## config.mk

```make
export PLATFORM = sky130hd
export DESIGN_NAME = key_settle_fsm_flat
export DESIGN_NICKNAME = d
export VERILOG_FILES = /design/src/rtl/key_settle_fsm_if.sv /design/src/rtl/key_settle_fsm.sv /design/src/flat_wrapper.sv
export SDC_FILE = /design/constraint.sdc
export NUM_CORES = 1
export LEC_CHECK = 0
export ABC_AREA = 1
export BUFFER_PORTS_ARGS = -buffer_cell sky130_fd_sc_hd__buf_2
export CORE_AREA = 2 2 96 52
export CTS_BUF_LIST = sky130_fd_sc_hd__clkbuf_8
export DETAILED_ROUTE_END_ITERATION = 10
export DIE_AREA = 0 0 98 54
export GPL_TIMING_DRIVEN = 0
export PLACE_DENSITY = 0.72
export SYNTH_ARGS = -nofsm -noshare
export SYNTH_HDL_FRONTEND = slang
export SYNTH_SLANG_ARGS = --single-unit
export TNS_END_PERCENT = 5
```

## constraint.sdc

```tcl
create_clock -name Sys_clk -period 2.4 [get_ports Sys_clk]
set_input_delay 0.24 -clock Sys_clk [delete_from_list [all_inputs] [get_ports Sys_clk]]
set_output_delay 0.24 -clock Sys_clk [all_outputs]
set_load 0.05 [all_outputs]
```

## src/rtl/key_settle_fsm_if.sv

```systemverilog
// Edge-pulse inputs and debounced key outputs of key_settle_fsm.
// master drives the edge pulses and pin level; slave is the settle FSM.
interface key_settle_fsm_if;
  logic H2L_Sig;
  logic L2H_Sig;
  logic Pin_in;
  logic Key_out;
  logic Press_Sig;
  logic Release_Sig;
  logic Busy;
  logic Long_Sig;

  modport master (
    output H2L_Sig, L2H_Sig, Pin_in,
    input  Key_out, Press_Sig, Release_Sig, Busy, Long_Sig
  );

  modport slave (
    input  H2L_Sig, L2H_Sig, Pin_in,
    output Key_out, Press_Sig, Release_Sig, Busy, Long_Sig
  );
endinterface

```

## src/rtl/key_settle_fsm.sv

```systemverilog
// Key settle FSM: holds off each edge pulse for T_SETTLE cycles and commits a new
// key level only if the pin still agrees. Optional long-press strobe via KEY_LONGPRESS_EN.
module key_settle_fsm #(
  parameter logic [23:0] T_SETTLE = 24'd120000,
  parameter logic [23:0] T_LONG   = 24'd12000000
) (
  input  logic             Sys_clk,
  input  logic             Sys_reset,
  key_settle_fsm_if.slave  key_bus
);

  localparam int unsigned CNT_W = 24;

  typedef enum logic [1:0] {
    IDLE_HI   = 2'd0,
    WAIT_LO   = 2'd1,
    LO_STABLE = 2'd2,
    WAIT_HI   = 2'd3
  } state_t;

  state_t           state_q, state_d;
  logic [CNT_W-1:0] cnt_q, cnt_d;
  logic             key_q, key_d;
  logic             press_q, press_d;
  logic             release_q, release_d;
  logic             busy_q, busy_d;

  logic [CNT_W-1:0] cnt_inc_c;
  logic             edge_c;
  logic             expire_c;

  // The window ends on the cycle the counter reaches T_SETTLE-1, so the
  // registered strobe lands exactly T_SETTLE cycles after the last edge pulse.
  assign cnt_inc_c = cnt_q + CNT_W'(1);
  assign edge_c    = key_bus.H2L_Sig | key_bus.L2H_Sig;
  assign expire_c  = (cnt_inc_c == (T_SETTLE - CNT_W'(1)));

  // Next-state and registered-output logic
  always_comb begin
    state_d   = state_q;
    cnt_d     = cnt_q;
    key_d     = key_q;
    press_d   = 1'b0;
    release_d = 1'b0;
    busy_d    = 1'b0;

    case (state_q)
      IDLE_HI: begin
        key_d = 1'b1;
        if (key_bus.H2L_Sig && !key_bus.L2H_Sig) begin
          state_d = WAIT_LO;
          cnt_d   = '0;
          busy_d  = 1'b1;
        end
      end

      WAIT_LO: begin
        busy_d = 1'b1;
        if (edge_c) begin
          cnt_d = '0;
        end else if (expire_c) begin
          cnt_d = '0;
          if (!key_bus.Pin_in) begin
            state_d = LO_STABLE;
            key_d   = 1'b0;
            press_d = 1'b1;
          end else begin
            state_d = IDLE_HI;
          end
        end else begin
          cnt_d = cnt_inc_c;
        end
      end

      LO_STABLE: begin
        key_d = 1'b0;
        if (key_bus.L2H_Sig && !key_bus.H2L_Sig) begin
          state_d = WAIT_HI;
          cnt_d   = '0;
          busy_d  = 1'b1;
        end
      end

      WAIT_HI: begin
        busy_d = 1'b1;
        if (edge_c) begin
          cnt_d = '0;
        end else if (expire_c) begin
          cnt_d = '0;
          if (key_bus.Pin_in) begin
            state_d   = IDLE_HI;
            key_d     = 1'b1;
            release_d = 1'b1;
          end else begin
            state_d = LO_STABLE;
          end
        end else begin
          cnt_d = cnt_inc_c;
        end
      end

      default: begin
        state_d = IDLE_HI;
        cnt_d   = '0;
        key_d   = 1'b1;
      end
    endcase
  end

  always_ff @(posedge Sys_clk or posedge Sys_reset) begin
    if (Sys_reset) begin
      state_q   <= IDLE_HI;
      cnt_q     <= '0;
      key_q     <= 1'b1;
      press_q   <= 1'b0;
      release_q <= 1'b0;
      busy_q    <= 1'b0;
    end else begin
      state_q   <= state_d;
      cnt_q     <= cnt_d;
      key_q     <= key_d;
      press_q   <= press_d;
      release_q <= release_d;
      busy_q    <= busy_d;
    end
  end

  assign key_bus.Key_out     = key_q;
  assign key_bus.Press_Sig   = press_q;
  assign key_bus.Release_Sig = release_q;
  assign key_bus.Busy        = busy_q;

`ifdef KEY_LONGPRESS_EN
  logic [CNT_W-1:0] hold_q, hold_d;
  logic             long_q, long_d;

  // Hold timer: runs in LO_STABLE, frozen across a release window, stops at T_LONG
  always_comb begin
    hold_d = hold_q;
    long_d = 1'b0;

    case (state_q)
      LO_STABLE: begin
        if (hold_q < T_LONG) begin
          hold_d = hold_q + CNT_W'(1);
          long_d = (hold_q == (T_LONG - CNT_W'(1)));
        end
      end
      WAIT_HI: hold_d = hold_q;
      default: hold_d = '0;
    endcase

    if ((state_q == WAIT_LO) && (state_d == LO_STABLE)) begin
      hold_d = '0;
    end
    if ((state_q == WAIT_HI) && (state_d == IDLE_HI)) begin
      hold_d = '0;
    end
  end

  always_ff @(posedge Sys_clk or posedge Sys_reset) begin
    if (Sys_reset) begin
      hold_q <= '0;
      long_q <= 1'b0;
    end else begin
      hold_q <= hold_d;
      long_q <= long_d;
    end
  end

  assign key_bus.Long_Sig = long_q;
`else
  assign key_bus.Long_Sig = 1'b0;
`endif

endmodule
```

## src/flat_wrapper.sv

```systemverilog
// flat-port wrapper written by rule: the top's interface ports become plain ports
module key_settle_fsm_flat 
#(
  parameter logic [23:0] T_SETTLE = 24'd120000,
  parameter logic [23:0] T_LONG   = 24'd12000000
)
  (Sys_clk, Sys_reset, key_bus_H2L_Sig, key_bus_L2H_Sig, key_bus_Pin_in, key_bus_Key_out, key_bus_Press_Sig, key_bus_Release_Sig, key_bus_Busy, key_bus_Long_Sig);
  key_settle_fsm_if key_bus_i ();
  input  logic Sys_clk;
  input  logic Sys_reset;
  input wire logic [$bits(key_bus_i.H2L_Sig)-1:0] key_bus_H2L_Sig;
  input wire logic [$bits(key_bus_i.L2H_Sig)-1:0] key_bus_L2H_Sig;
  input wire logic [$bits(key_bus_i.Pin_in)-1:0] key_bus_Pin_in;
  output wire logic [$bits(key_bus_i.Key_out)-1:0] key_bus_Key_out;
  output wire logic [$bits(key_bus_i.Press_Sig)-1:0] key_bus_Press_Sig;
  output wire logic [$bits(key_bus_i.Release_Sig)-1:0] key_bus_Release_Sig;
  output wire logic [$bits(key_bus_i.Busy)-1:0] key_bus_Busy;
  output wire logic [$bits(key_bus_i.Long_Sig)-1:0] key_bus_Long_Sig;
  assign key_bus_i.H2L_Sig = key_bus_H2L_Sig;
  assign key_bus_i.L2H_Sig = key_bus_L2H_Sig;
  assign key_bus_i.Pin_in = key_bus_Pin_in;
  assign key_bus_Key_out = key_bus_i.Key_out;
  assign key_bus_Press_Sig = key_bus_i.Press_Sig;
  assign key_bus_Release_Sig = key_bus_i.Release_Sig;
  assign key_bus_Busy = key_bus_i.Busy;
  assign key_bus_Long_Sig = key_bus_i.Long_Sig;
  key_settle_fsm #(.T_SETTLE(T_SETTLE), .T_LONG(T_LONG)) u_core (.Sys_clk(Sys_clk), .Sys_reset(Sys_reset), .key_bus(key_bus_i));
endmodule
```

======== Word level (Yosys, flattened, before mapping) ========
Index checks and enable logic that the tools add are counted.
cells by class
  $add $sub $neg .......................... 1
  multiply operators ...................... 0
  div/mod/pow operators ................... 0
  $lt $le $gt $ge ......................... 0
  equal/unequal tests ..................... 14
  shift operators ......................... 0
  multiplexer cells ....................... 29
  bitwise logic cells ..................... 1
  reductions and logical operators ........ 9
operators with widths
  cell                                                                number
  24-bit two-way mux                                                  4
  24-bit one-hot mux with 3 select lines                              1
  24-bit by 1-bit adder with 24-bit output (second input constant)    1
  24-bit by 17-bit == test with 1-bit output (second input constant)  1
  1-bit two-way mux                                                   16
  2-bit two-way mux                                                   5
  2-bit by 1-bit != test with 1-bit output (second input constant)    5
  2-bit != test (second input constant)                               5
  2-bit one-hot mux with 3 select lines                               1
  6-bit AND reduction                                                 1
  2-bit == test (second input constant)                               2
  1-bit one-hot mux with 4 select lines                               1
  4-bit AND reduction                                                 1
  1-bit one-hot mux with 3 select lines                               1
  2-bit by 1-bit == test with 1-bit output (second input constant)    1
  1-bit logical AND                                                   2
  1-bit logical NOT                                                   2
  2-bit logical NOT                                                   1
  2-bit AND reduction                                                 1
  2-bit OR reduction                                                  1
  1-bit OR                                                            1
word-level totals
  register bits after elaboration ......... 30
  latch bits .............................. 0
  RAM bits ................................ 0
  ROM bits ................................ 0
  output and inout port bits .............. 5
  memories ................................ 0

======== Depth between registers and ports, before layout ========
Gate-level depths: netlist of run 1.
  depth in word-level cells ............... 5
  gate-level depth with buffers ........... 16
  gate-level depth less buffers ........... 16

======== Least setup slack after synthesis of run 1 ========
No wires, ideal clock.
  path type ............................... register -> register
  from .................................... register u_core.cnt_q[1]
  to ...................................... register u_core.cnt_q[13]
  library setup time ...................... 0.137 ns
  arrival ................................. 1.811 ns
  setup slack ............................. 0.452 ns
  stages on the path, launching flop included .. 16
  buffers on the path ..................... 1
  period minus slack after synthesis ...... 1.948 ns
  cells stage by stage .................... dfrtp_1 > ha_1 > nand2_2 > nor2_4 > nand2_2 > nor2_2 > nand2_1 > nand2_1 > nand2_1 > nor2_1 > nand2_1 > nor2_1 > nand2_1 > nand2_4 > buf_12 > o22ai_2
on the way
  cells in the longest elaborated chain, start to end .. 5
RTL lines
  element                                     line                                        RTL
  from (decl)                                 key_settle_fsm.sv:22                        logic [CNT_W-1:0] cnt_q, cnt_d;
  from (signal assigned)                      key_settle_fsm.sv:120                       cnt_q <= cnt_d;
  24-bit by 1-bit adder with 24-bit output *  key_settle_fsm.sv:34                        assign cnt_inc_c = cnt_q + CNT_W'(1);
  24-bit by 17-bit == test with 1-bit output  key_settle_fsm.sv:36                        assign expire_c = (cnt_inc_c == (T_SETTLE - CNT_W'(1)));
  24-bit two-way mux *                        key_settle_fsm.sv:61, key_settle_fsm.sv:88
  24-bit two-way mux *                        key_settle_fsm.sv:59                        if (edge_c) begin
  24-bit one-hot mux with 3 select lines *    key_settle_fsm.sv:47                        case (state_q)
Every way passes the cells marked *; elsewhere a longest branch is shown, timed or not.
A chain may end at the register's enable or synchronous reset.

======== Worst setup path in the final report of run 1 ========
  from .................................... register u_core.cnt_q[1]
  to ...................................... register u_core.cnt_q[14]
The elaborated chain is that of the path after synthesis.

==> results of run 1 <==
==> synthesized netlist by cell type (all sizes together) <==
master and count:
nor3 3, o21ai 10, dfstp 1, nand3 29, xor2 4, conb 1
dfrtp 29, nand2 112, and2 1, inv 55, buf 3, nor4 1
a31oi 1, o22ai 22, clkbuf 2, dlygate4sd1 2, nor2 42, ha 7
mux2i 1, nand4 6, or2 2
==> logic make-up (layout without fill, tap and decap cells) <==
family                     count (synthesis)  in the layout  share of synthesized area
buffers and inverters                     62             81                      0.126
xor gates and xnor gates                   4              4                     0.0147
other                                      1              1                    0.00158
muxes                                      1              1                    0.00421
AOI/OAI and AO/OA                         33             33                      0.134
adders and majority gates                  7              7                     0.0369
and+or+nand+nor                          196            196                      0.366
DFF                                       30             30                      0.316
==> routing by layer <==
metal	vias up	routed length, µm
met2	65	2050
met1	948	3210
met5	-	0
met3	5	347
met4	0	41
li1	1090	-
==> layout make-up <==
class | count | share of cell area
inverters | 55 | 0.0785
clock buffers | 6 | 0.0314
multi-input cells | 242 | 0.506
flip-flops and latches | 30 | 0.286
plain buffers | 7 | 0.0338
well taps | 60 | 0.0286
clock inverters | 2 | 0.00333
repair buffers | 11 | 0.0324
==> sequential cells by signal, summed over array words and instances (netlist names), named ones only <==
register                    flops
u_core.key_bus.Press_Sig        1
u_core.key_bus.Release_Sig      1
u_core.key_bus.Busy             1
u_core.cnt_q                   24
u_core.state_q                  1
u_core.key_bus.Key_out          1
==> power groups by stage <==
stage	sequential (mW)	combinational (mW)	clock, mW
floorplan	0.656	0.625	0
global placement	0.599	0.843	0
detailed placement	0.599	0.860	0
CTS	0.592	0.858	0.439
global route	0.596	0.922	0.464
finish	0.591	0.868	0.434
==> worst paths after layout <==
kind                                                   endpoint                                from  cells after the start  slack, ps
setup / recovery                   u_core.cnt_q[14]$_DFFE_PP0P_         u_core.cnt_q[1]$_DFFE_PP0P_                     15         90
hold / removal             u_core.key_bus.Release_Sig$_DFF_PP0_                      key_bus_Pin_in                      3        200
setup reg to reg                   u_core.cnt_q[14]$_DFFE_PP0P_         u_core.cnt_q[1]$_DFFE_PP0P_                     15         90
hold reg to reg              u_core.key_bus.Key_out$_DFFE_PP1P_  u_core.key_bus.Key_out$_DFFE_PP1P_                      2        480
max in group asynchronous    u_core.key_bus.Key_out$_DFFE_PP1P_                           Sys_reset                      4       1370
min in group asynchronous           u_core.cnt_q[1]$_DFFE_PP0P_                           Sys_reset                      3        490
==> worst register-to-register path, delay by kind of cell, from the launching register on <==
kind	cells	cell delay [ps]
and+or+nand+nor	11	1200
AOI/OAI and AO/OA	1	70
DFF	1	410
buffers and inverters	2	270
adders and majority gates	1	230
==> stage by stage <==
step	cells	TNS, ps	utilization	setup WS, ps
2_1_floorplan	334	0	-	452
3_3_place_gp	402	0	0.545	80.5
3_5_place_dp	402	0	0.545	44.8
4_1_cts	410	0	0.565	28.2
5_1_grt	413	-896	0.575	-64.2
6_report	413	0	0.575	87.0
==> timing repair <==
| item | in CTS | in global routing |
|---|---|---|
| resized for setup | 0 | 3 |
| endpoints found under the hold margin | 0 | 14 |
| hold buffers | 0 | 1 |
| setup endpoints to repair | 0 | 27 |
| setup buffers | 0 | 1 |
==> results.md, run 1 <==
* Placed Area at 2490 µm²
* Register area at ~750 µm²
* CP Class: flop to flop
* Clock Path Buffers at 2
* Chip height at 54 µm
* Rows at 18
* 1st-iter DRT viols at 174
* Sw Ratio at 0.428
* RePlAce Congestion at roughly 0.9
* I/O Pins at 10
* H-tree depth at 2
* First-pass DRT Iterations at 5
* Total core area at about 4600 µm²
* Clock period minus worst slack at 2310 ps
* Total power at 1.89 mW
* Worst Setup End Kind: flop
* Crit path buffers/inverters at 2
* Remaining antenna violation count at 0
* Syn nets at 346
* DP HPWL at 4.25 mm
* Met3 Use GR at 0.0468
* Final net count at 364
* Slew Limit Fails at 0
* Slowest cell on the critical path: dfrtp_1
* Clock Power Share at 0.229
* GR Overflow Total at 0
* Layout cells sized above 1 at 0.193
* Worst path max stage delay at ~410 ps
* CTS clk-pin slew, worst paths at about 70 ps
* Initial antenna violation count at 0
* Synth area leader: dfrtp_1
* Starting density of the core at 0.520
* Family with the most delay on the worst path: simple AND/OR/NAND/NOR gates
* Vias in the first global route at 1798
* VDD IR max at 732 µV
* Drt total wl at 5.65 mm
* Wire per inst at 13.7 µm
* Max Cap Viol at 0
* Synth warn at 0
* DR DRC count at 0
* Gr busiest metal: met1
* Distinct cells, synth at 29
* CP startpoint kind: flop
* Final Hold Vio Count at 0
* Total of flip-flops plus latches after synthesis at 30
* Multi-input gate area at around 1300 µm²
* Part of the power in registers at 0.312
* Inserted Diodes at 0
* Most frequent CP cell: nand2_1
* Worst EP arrival at between 2000 and 2500 ps
* Grt met2 use at 0.299
* Most common cell after layout, fill and taps aside: nand2_1
* Setup Skew at 8.86 ps
* Max_slew headroom at 0.557
* Setup Viol. Count Final at 0
* Worst Hold Class: primary input to flop
* CP cell instances: ha_2 > nand2_2 > nor2_4 > nand3_1 > inv_1 > nand2_1 > nand2_1 > nand2_1 > nor2_1 > nand2_1 > nor2_2 > nand2_1 > nand2_4 > buf_12 > o22ai_2
* Via Count at 2108
* Die Footprint at ~5300 µm²
* Total net switching power at 810 µW
* Root Driver: clkbuf_8
* WHS at roughly 200 ps
* P_leak at 1.14 nW
* Final Instance Area at ~2600 µm²
* Synth top area cells: dfrtp_1, nand2_1, o22ai_2
* Worst-Margin Slew at 664 ps
* Power density cells at 720 nW/µm²
* Avg Inst Size Synth at 7.11 µm²
* Largest net degree at the start of global routing at 31
* Worst path required time at 2550 ps
* Tcrit/Tclk final at 0.964
* RSZ-0062 raised after global routing: yes
* Internal at 1.08 mW
* Gr usage total at 0.224
* Clock Sinks at 30
* Grt met1 use at 0.355
* Overall die width at 98 µm
* CP max FO at 10
* Synth Instances at 334
* CTS tree: yes
* Max Fclk at 0.432 GHz
* Fillers at ~450
* Syn Std Cell Area at approximately 2400 µm²
* Post-synthesis sequential area ratio at 0.316
* Post-synth top area share at 0.305
* Routed vias/inst at between 5 and 6
* Combinational power share at 0.459
* Area grow syn2layout at 10.6%
* Status: finished clean
* # port buffers at 8
* Worst skew pair latency at approximately 300 ps
* First-pass GRT wire length at 8.97 mm
* Commonest non-fill, non-tap cells in the layout: nand2_1, inv_1, nor2_1
* CTS buffer count at 5
(Power assumes the default switching activity.)
==> run 2, diff against run 1 <==
--- a/config.mk
+++ b/config.mk
@@ -5,14 +5,14 @@
 export SDC_FILE = /design/constraint.sdc
 export NUM_CORES = 1
 export LEC_CHECK = 0
-export ABC_AREA = 1
 export BUFFER_PORTS_ARGS = -buffer_cell sky130_fd_sc_hd__buf_2
-export CORE_AREA = 2 2 96 52
+export CORE_AREA = 2 2 94 51
 export CTS_BUF_LIST = sky130_fd_sc_hd__clkbuf_8
 export DETAILED_ROUTE_END_ITERATION = 10
-export DIE_AREA = 0 0 98 54
+export DIE_AREA = 0 0 96 53
 export GPL_TIMING_DRIVEN = 0
-export PLACE_DENSITY = 0.72
+export PLACE_DENSITY = 0.71
+export SLEW_MARGIN = 20
 export SYNTH_ARGS = -nofsm -noshare
 export SYNTH_HDL_FRONTEND = slang
 export SYNTH_SLANG_ARGS = --single-unit
==> results.md, run 2 <==
* CTS clk-pin slew, worst paths at roughly 80 ps
* Final net count at 314
* Slew Limit Fails at 0
* Layout cells sized above 1 at 0.327
* Chip height at roughly 53 µm
* Worst Hold Class: primary input to asynchronous set/reset pin
* Root Driver: clkbuf_8
* Largest net degree at the start of global routing at 31
* Vias in the first global route at 1903
* Mux contribution to synthesized area at 0.0179
* Via Count at 2270
* Synth Instances at about 260
* Worst skew pair latency at around 290 ps
* H-tree depth at 2
* Most used DFF post-synth: dfrtp_1
* Avg Inst Size Synth at roughly 8.7 µm²
* Total of flip-flops plus latches after synthesis at 30
* First-pass DRT Iterations at 5
* RePlAce Congestion at 0.880
* I/O Pins at 10
* Post-synthesis sequential area ratio at 0.337
* CP Class: flop to flop
* RSZ-0062 raised after global routing: yes
* Final Hold Vio Count at 0
* Max Cap Viol at 0
* Drt total wl at between 6 and 7 mm
* P_leak at about 1.3 nW
* Syn Std Cell Area at 2230 µm²
* Worst path required time at ~2600 ps
* Gr usage total at 0.278
* Synth area leader: dfrtp_1
* CTS buffer count at 5
* Synth warn at 0
* 1st-iter DRT viols at roughly 200
* Largest family of logic cells by synthesized area: simple AND/OR/NAND/NOR gates
* Fin worst setup slack at -377 ps
* Starting density of the core at 0.527
* Commonest cells post-synth: dfrtp_1, nand2_1, nand3_1
* Post-synth top area share at 0.325
* Status: finished with violations
* Max Fclk at 0.360 GHz
* Most common cell after layout, fill and taps aside: buf_4
* Clock Path Buffers at 2
* Setup Skew at slightly above 10 ps
* Hold_buf cts at 0
* Routed vias/inst at between 6 and 7
* Worst Setup End Kind: flop
* Die Footprint at 5090 µm²
* Failing checks: setup timing
* Total core area at 4230 µm²
* Placed Cells at 321
* CP startpoint kind: flop
* Max_slew headroom at 0.543
* CTS tree: yes
* Setup Viol. Count Final at 28
* Worst EP arrival at 2950 ps
* Worst-Margin Slew at 684 ps
* DP HPWL at 4.27 mm
* Power density cells at 714 nW/µm²
* Rows at 17
* Largest register by flop count: u_core.cnt_q
* Initial antenna violation count at 0
* Async S/R FF share, synth at 1.00
* # port buffers at 8
* Syn nets at between 200 and 300
* Most frequent cell after synthesis: dfrtp_1
* Reg-to-reg slack, setup at -380 ps
* Area grow syn2layout at 31.9%
* Largest register FFs at 24
* VDD IR max at ~320 µV
* Setup TNS at -8420 ps
* Commonest non-fill, non-tap cells in the layout: buf_4, nand2_1, nor2_1, dfrtp_1, nand3_1
* Post-Synth Adder-Cell Area at 0.0393
* CP max FO at 6
* GR Overflow Total at 0
* Synth Area in Simple Gates at 0.317
* Inserted Diodes at 0
* Overall die width at 96 µm
* First-pass GRT wire length at about 10 mm
* Synth top area cells: dfrtp_1, nand3_1, nand2_1
* Clock period minus worst slack at roughly 2800 ps
* DR DRC count at 0
* Fin util at 0.695
* Clock Sinks at 30
* Tcrit/Tclk final at 1.16
* Synth Area in Compound Gates at 0.223
* EDFF count, synth at 0
* Final Non-Filler Cells at 360
* Distinct cells, synth at 60
* Wire per inst at 18.6 µm
* XOR/XNOR Fraction of Synth Area at 0.0157
* Remaining antenna violation count at 0
[run 2: changes by cell type in the layout (fill, tap and decap cells not counted), moves of 8 or more]
cell and delta:
a22o_1 +9, buf_4 +27, nand2_2 -8, o22ai_2 -20, nand2_1 -80, nand3_1 -8
inv_1 -41, nor2_1 -11
[run 2: cell families after synthesis]
kind of cell,after synthesis
DFF,30
other,1
muxes,4
adders and majority gates,7
xor gates and xnor gates,4
buffers and inverters,25
AOI/OAI and AO/OA,66
and+or+nand+nor,119
[run 2: timing repair]
item	in CTS	in global routing
pin swaps	16	15
gates cloned	1	0
setup buffers	20	11
setup endpoints to repair	28	28
resized for setup	21	12
[run 2: area by class of cell]
| cell class | instances | area [µm²] |
|---|---|---|
| Timing Repair Buffer | 39 | 314 |
| Clock inverter | 2 | 60.1 |
| Multi-Input combinational cell | 202 | 1520 |
| Tap cell | 57 | 71.3 |
| Fill cell | 311 | 1290 |
| Clock buffer | 6 | 82.6 |
| Inverter | 13 | 48.8 |
| Sequential cell | 30 | 761 |
| Buffer | 11 | 90.1 |
[run 2: path summary, 6_finish.rpt]
kind	start	end	depth (start not counted)
min in group Sys_clk	key_bus_Pin_in	u_core.key_bus.Press_Sig$_DFF_PP0_	2
setup reg to reg	u_core.cnt_q[14]$_DFFE_PP0P_	u_core.cnt_q[17]$_DFFE_PP0P_	11
setup / recovery	u_core.cnt_q[14]$_DFFE_PP0P_	u_core.cnt_q[17]$_DFFE_PP0P_	11
max in group asynchronous	Sys_reset	u_core.cnt_q[1]$_DFFE_PP0P_	2
hold reg to reg	u_core.key_bus.Key_out$_DFFE_PP1P_	u_core.key_bus.Key_out$_DFFE_PP1P_	2
hold / removal	Sys_reset	u_core.cnt_q[13]$_DFFE_PP0P_	2
[run 2: metal layers]
metal / wire [µm] / track usage / share of wire
met3: 491 / 0.0541 / 0.073
met5: 0 / 0 / 0
met4: 77 / 0.0667 / 0.011
met2: 2810 / 0.388 / 0.42
met1: 3330 / 0.432 / 0.50
[run 2: through the flow]
stage | worst slack (ps) | total power, mW | hold WS, ps | instance area (µm²)
after floorplan | -82.4 | 1.14 | 311 | 2290
after global placement | -691 | 1.30 | 450 | 2400
after detailed placement | -755 | 1.31 | 375 | 2400
after CTS | -260 | 2.02 | 63.9 | 2810
after global routing | -483 | 2.21 | 90.4 | 2940
final | -377 | 2.10 | 46.8 | 2940
[run 2: worst max-delay path, stage by stage (launching register included)]
cell and delay (ps):
dfrtp_1 470, nand4_1 220, buf_4 190, buf_4 150, nor4_4 290, xor2_1 220
nand3_1 150, nor4_4 260, buf_4 200, a21oi_4 100, and3_1 180, a221o_1 250
[run 2: where the power goes]
part           internal (mW)  switching [mW]
sequential             0.558          0.0311
combinational          0.296           0.560
clock                  0.443           0.211
total                   1.30           0.803
